<file path="config.mk">
export PLATFORM = sky130hd
export DESIGN_NAME = fft_frame_ctrl
export DESIGN_NICKNAME = d
export VERILOG_FILES = /design/src/rtl/fft_ctrl_pkg.sv /design/src/rtl/fft_ctrl_wdog.sv /design/src/rtl/fft_frame_ctrl.sv
export SDC_FILE = /design/constraint.sdc
export NUM_CORES = 1
export LEC_CHECK = 0
export CELL_PAD_IN_SITES_DETAIL_PLACEMENT = 0
export CELL_PAD_IN_SITES_GLOBAL_PLACEMENT = 2
export CORE_MARGIN = 1
export CORE_UTILIZATION = 29
export DETAILED_ROUTE_END_ITERATION = 6
export PLACE_DENSITY_LB_ADDON = 0.1
export SLEW_MARGIN = 30
export SYNTH_ARGS = -nofsm -noshare
export SYNTH_HDL_FRONTEND = slang
export SYNTH_HIERARCHICAL = 1
export SYNTH_SLANG_ARGS = --single-unit
</file>
<file path="constraint.sdc">
create_clock -name i_aclk -period 5.6 [get_ports i_aclk]
set_input_delay 1.68 -clock i_aclk [delete_from_list [all_inputs] [get_ports i_aclk]]
set_output_delay 1.68 -clock i_aclk [all_outputs]
set_load 0.03 [all_outputs]
</file>
<file path="src/rtl/fft_ctrl_pkg.sv">
// Shared definitions for the FFT frame controller.
// State encoding, config word layout and default transform size.
package fft_ctrl_pkg;

    localparam int DEF_LOG2_FFT_LEN = 11;
    localparam int CFG_INV_BIT      = 0;
    localparam int CFG_WIDTH        = 8;

    typedef enum logic [2:0] {
        IDLE     = 3'd0,
        CFG      = 3'd1,
        LOAD     = 3'd2,
        WAIT_OUT = 3'd3,
        DONE     = 3'd4
    } state_t;

endpackage

</file>
<file path="src/rtl/fft_ctrl_wdog.sv">
// WAIT_OUT watchdog: counts enabled cycles while armed.
// o_expire marks the TIMEOUT-th enabled cycle of a run.
module fft_ctrl_wdog #(
    parameter int TIMEOUT = 65535
) (
    input  logic i_aclk,
    input  logic i_aresetn,
    input  logic i_aclken,
    input  logic i_run,
    output logic o_expire
);

    localparam int CW = (TIMEOUT > 1) ? $clog2(TIMEOUT) : 1;
    localparam logic [CW-1:0] LAST = CW'(TIMEOUT - 1);
    localparam logic [CW-1:0] ONE  = CW'(1);

    logic [CW-1:0] cnt_q;

    assign o_expire = i_run & (cnt_q == LAST);

    always_ff @(posedge i_aclk or negedge i_aresetn) begin
        if (!i_aresetn) begin
            cnt_q <= '0;
        end else if (i_aclken) begin
            if (!i_run || o_expire) begin
                cnt_q <= '0;
            end else begin
                cnt_q <= cnt_q + ONE;
            end
        end
    end

endmodule

</file>
<file path="src/rtl/fft_frame_ctrl.sv">
// Frame controller for a streaming FFT core: config, load,
// wait for output tlast, with watchdog and alarm capture.
module fft_frame_ctrl
    import fft_ctrl_pkg::*;
#(
    parameter int LOG2_FFT_LEN = DEF_LOG2_FFT_LEN,
    parameter int DATA_WIDTH   = 32,
    parameter int TIMEOUT      = 65535
) (
    input  logic                  i_aclk,
    input  logic                  i_aresetn,
    input  logic                  i_aclken,
    input  logic                  i_start,
    input  logic                  i_inv,
    output logic                  o_busy,
    output logic                  o_done,
    output logic                  o_err,
    input  logic                  i_src_tvalid,
    input  logic [DATA_WIDTH-1:0] i_src_tdata,
    output logic                  o_src_tready,
    output logic                  o_fft_cfg_tvalid,
    output logic [CFG_WIDTH-1:0]  o_fft_cfg_tdata,
    output logic                  o_fft_data_tvalid,
    output logic [DATA_WIDTH-1:0] o_fft_data_tdata,
    output logic                  o_fft_data_tlast,
    input  logic                  i_fft_data_tready,
    input  logic                  i_fft_out_tvalid,
    input  logic                  i_fft_out_tlast,
    input  logic [2:0]            i_fft_alm,
    output logic [15:0]           o_frame_cnt,
    output logic [2:0]            o_alm_sticky
);

    localparam logic [LOG2_FFT_LEN-1:0] LAST_IDX = '1;
    localparam logic [LOG2_FFT_LEN-1:0] SMP_ONE  = LOG2_FFT_LEN'(1);

    state_t                  state_q;
    state_t                  state_d;
    logic [LOG2_FFT_LEN-1:0] smp_cnt_q;
    logic [CFG_WIDTH-1:0]    cfg_word;
    logic                    in_load;
    logic                    in_wait;
    logic                    src_hs;
    logic                    last_smp;
    logic                    out_last;
    logic                    wd_expire;
    logic                    accept;

    assign in_load  = (state_q == LOAD);
    assign in_wait  = (state_q == WAIT_OUT);
    assign accept   = (state_q == IDLE) & i_start;
    assign out_last = i_fft_out_tvalid & i_fft_out_tlast;
    assign last_smp = (smp_cnt_q == LAST_IDX);

    // Handshake gated by the enable so a frozen counter never misses a beat.
    assign o_src_tready      = in_load & i_aclken & i_fft_data_tready;
    assign o_fft_data_tvalid = in_load & i_aclken & i_src_tvalid;
    assign o_fft_data_tdata  = i_src_tdata;
    assign o_fft_data_tlast  = in_load & last_smp;
    assign src_hs            = o_src_tready & i_src_tvalid;

    always_comb begin
        cfg_word              = '0;
        cfg_word[CFG_INV_BIT] = i_inv;
    end

    always_comb begin
        state_d = state_q;
        unique case (state_q)
            IDLE:     if (i_start) state_d = CFG;
            CFG:      state_d = LOAD;
            LOAD:     if (src_hs && last_smp) state_d = WAIT_OUT;
            WAIT_OUT: begin
                if (out_last) begin
                    state_d = DONE;
                end else if (wd_expire) begin
                    state_d = IDLE;
                end
            end
            DONE:     state_d = IDLE;
            default:  state_d = IDLE;
        endcase
    end

    always_ff @(posedge i_aclk or negedge i_aresetn) begin
        if (!i_aresetn) begin
            state_q          <= IDLE;
            o_busy           <= 1'b0;
            o_done           <= 1'b0;
            o_err            <= 1'b0;
            o_fft_cfg_tvalid <= 1'b0;
            o_fft_cfg_tdata  <= '0;
            o_frame_cnt      <= '0;
            o_alm_sticky     <= '0;
            smp_cnt_q        <= '0;
        end else if (i_aclken) begin
            state_q          <= state_d;
            o_busy           <= (state_d != IDLE);
            o_done           <= (state_d == DONE);
            o_fft_cfg_tvalid <= (state_d == CFG);
            o_err            <= in_wait & wd_expire & ~out_last;

            if (accept) begin
                o_fft_cfg_tdata <= cfg_word;
            end

            if (state_q == CFG) begin
                smp_cnt_q <= '0;
            end else if (src_hs) begin
                smp_cnt_q <= smp_cnt_q + SMP_ONE;
            end

            // Count lands together with the o_done pulse.
            if (in_wait && out_last) begin
                o_frame_cnt <= o_frame_cnt + 16'd1;
            end

            if (state_q == IDLE) begin
                if (i_start) begin
                    o_alm_sticky <= '0;
                end
            end else begin
                o_alm_sticky <= o_alm_sticky | i_fft_alm;
            end
        end
    end

    fft_ctrl_wdog #(
        .TIMEOUT (TIMEOUT)
    ) u_wdog (
        .i_aclk    (i_aclk),
        .i_aresetn (i_aresetn),
        .i_aclken  (i_aclken),
        .i_run     (in_wait),
        .o_expire  (wd_expire)
    );

endmodule

</file>
==> results by group <==
Power
  • Total Power: 1080 uW
  • Leakage: 0.00140 uW
  • Power density cells: 312 nW/um^2
  • Max VDD drop: 0.119 mV

Setup path
  • Critical path type: input port to primary output
  • Crit-path cells: clkdlybuf4s50_1, and3_1, buf_4
  • Worst setup SP type: input port
  • WP data arrival: 2.84 ns
  • Family with the most delay on the worst path: buffers and inverters
  • Required time of the critical path: 3.92 ns
  • Crit-path max cell delay: 0.76 ns
  • CP max stage cell: clkdlybuf4s50_1
  • Crit path buffers/inverters: 2
  • CP Capture Type: primary output
  • CP max FO: 13

Synthesis
  • Syn Area/Cell: 9.89 sq um
  • Most frequent cell after synthesis: dfrtp_1
  • Primary FF master, synth: dfrtp_1
  • Post-synth top cells: dfrtp_1, buf_4, nand2_1
  • Post-synth top area cell: dfrtp_1
  • Ys Warns: 6
  • Synth top area share: 0.431
  • Synth Instances: 317
  • Cell area after synthesis: 3130 sq um
  • Seq cells post-synth: 54
  • Synth area leaders: dfrtp_1, buf_4, xnor2_1
  • Post-synth EDFFs: 0
  • Post-synth ARST share: 1.00
  • Post-synthesis cell type count: 61
  • Post-synthesis sequential area ratio: 0.431

Clock tree
  • Max Root-Sink Buffers: 2
  • Worst-Skew Late Latency: 0.31 ns
  • Postcts setup bufs: 0
  • Total CTS buffers: 5
  • Post-CTS Resized: 0
  • CTS tree: yes
  • Worst-path clk slew: 0.10 ns
  • Clock Sink Count: 54
  • Depth of the CTS H-tree: 2
  • CTS Hold Buffers Added: 0
  • Root buffer cell: clkbuf_8

GRT
  • Vias in the first global route: 2195
  • Pin count of the biggest net entering global routing: 55
  • Initial antenna violation count: 0
  • First-pass GRT wire length: 11300 microns
  • Total track usage: 0.126
  • Grt total ovfl: 0

Drt
  • Vias/cell: 4.78
  • Final wirelength: 6640 microns
  • Routed wire per std cell: 14.4 microns
  • Via count: 2204
  • Met1 WL: 3230 microns
  • Post-route antenna net violation count: 0
  • Initial DRC count: 72
  • Routed wl met3: 255 microns
  • DR WL met2: 3100 microns
  • DRC errors left: 0
  • Pre-antenna DRT Iters: 4
  • Highest metal used: met4

STA
  • Final setup TNS: 0 ns
  • Min cycle time layout: 4.52 ns
  • Final WS setup: 1.08 ns
  • Setup Viol. Count Final: 0
  • Final Max Slew Viols: 0
  • RSZ-0062 raised after global routing: false
  • Fin. Hold Viols: 0
  • F_max: 221 MHz
  • Relative slew margins: 0.513
  • Skew final: 0.0174 ns
  • Tightest Pin Transition: 0.730 ns
  • Final Cycle Share: 0.807

Flow run
  • Max Cap Viol: 0

Place
  • Post-DP HPWL: 4780 microns
  • Port Buffers: 38
  • DP Worst Slack: 1.09 ns
  • Routability cong.: 0.695

Floorplan
  • Height of the die: 106 microns
  • Die ar.: 11200 sq um
  • Initial core utilization: 0.301
  • Num rows: 37
  • IO Pins: 110
  • Die width: 106 microns
  • Area of the core: 10400 sq um

Cells and area
  • FF/Latch Area: 1350 sq um
  • Multi-input logic area: 1400 sq um
  • Number of fill cells: 1087
  • Ant diodes: 0
  • Layout cell share with drive strength beyond 1: 0.111
  • Area Growth Syn to Fin: 10.7%
  • Number of nets in the layout: 372
  • Final design utilization: 0.333

Hold path
  • HP Class: flop to flop

Status
  • Outcome: finished clean
==> worst register-to-register path, stage by stage, from the launching register on <==
cell and delay (ns):
dfrtp_1 0.63, and3b_1 0.42, inv_1 0.07, nor3_1 0.31, nand4_1 0.16, a2bb2oi_1 0.19, and2b_1 0.36, mux2_1 0.35
==> cells by family (layout without fill, tap and decap cells) <==
logic type               count (synthesis)  in the layout  synth area share
AND/OR/NAND/NOR                        117            117             0.223
buffers and inverters                   61             63             0.129
flip-flops                              54             54             0.431
AO/OA/AOI/OAI                           50             50             0.113
XOR/XNOR                                26             26            0.0727
adder cells (fa/ha/maj)                  4              4            0.0160
multiplexers                             4              4            0.0140
other                                    1              7           0.00120
==> metrics by stage <==
step                      cell area (sq um)  hold slack [ns]  std cells
after floorplan                        3160            0.487        323
after global placement                 3370            0.461        453
after detailed placement               3370            0.470        453
after CTS                              3470            0.488        461
after global routing                   3470            0.537        461
final                                  3470            0.486        461
==> power breakdown <==
part | internal (uW) | total [uW] | switching [uW]
Sequential | 442 | 507 | 65.0
Combinational | 136 | 328 | 192
Clock | 114 | 249 | 135
Total | 692 | 1080 | 392
==> routing by layer <==
metal | GRT usage | vias up
li1 | - | 1075
met3 | 0.0276 | 7
met2 | 0.197 | 40
met1 | 0.176 | 1082
met5 | 0 | -
met4 | 0.0317 | 0
==> final timing paths <==
path | startpoint | to | slack (ns) | cells after the start
worst max-delay path | i_aclken | o_src_tready | 1.08 | 3
worst min-delay path | o_frame_cnt[15] | o_frame_cnt[15] | 0.49 | 1
worst max register to register | state_q[1] | o_fft_cfg_tdata[0] | 3.01 | 7
worst min register to register | o_frame_cnt[15] | o_frame_cnt[15] | 0.49 | 1
max in group asynchronous | i_aresetn | u_wdog/cnt_q[4] | 3.60 | 2
min in group asynchronous | i_aresetn | smp_cnt_q[3] | 1.49 | 2
==> final cells by class <==
| type | instances | share of cell area |
|---|---|---|
| clock buffer | 7 | 0.0278 |
| clock inverter | 1 | 0.00252 |
| inverter | 15 | 0.0162 |
| multi-input combinational | 208 | 0.404 |
| sequential | 54 | 0.389 |
| tap | 136 | 0.0490 |
| timing repair buffer | 40 | 0.111 |
==> flip-flops by register name, indices dropped and copies added (netlist names) <==
register and count:
o_busy 1, o_done 1, u_wdog/cnt_q 16, o_fft_cfg_tdata 1, o_frame_cnt 16, o_fft_cfg_tvalid 1
o_err 1, state_q 3, smp_cnt_q 11, o_alm_sticky 3
==> cells in the final DEF (no fill, tap or decap), types with 7 or more instances in the layout <==
cell,netlist,layout
xnor2_1,23,23
conb_1,1,7
clkdlybuf4s50_1,0,35
nand2_1,25,25
nor2_1,15,15
or3_1,9,9
dfrtp_1,54,54
clkbuf_8,0,7
inv_1,15,15
nand4_1,11,11
nor3_1,10,10
o21ai_0,10,10
nand3_1,9,9
a21oi_1,15,15
Power figures use the tool's default switching activity.
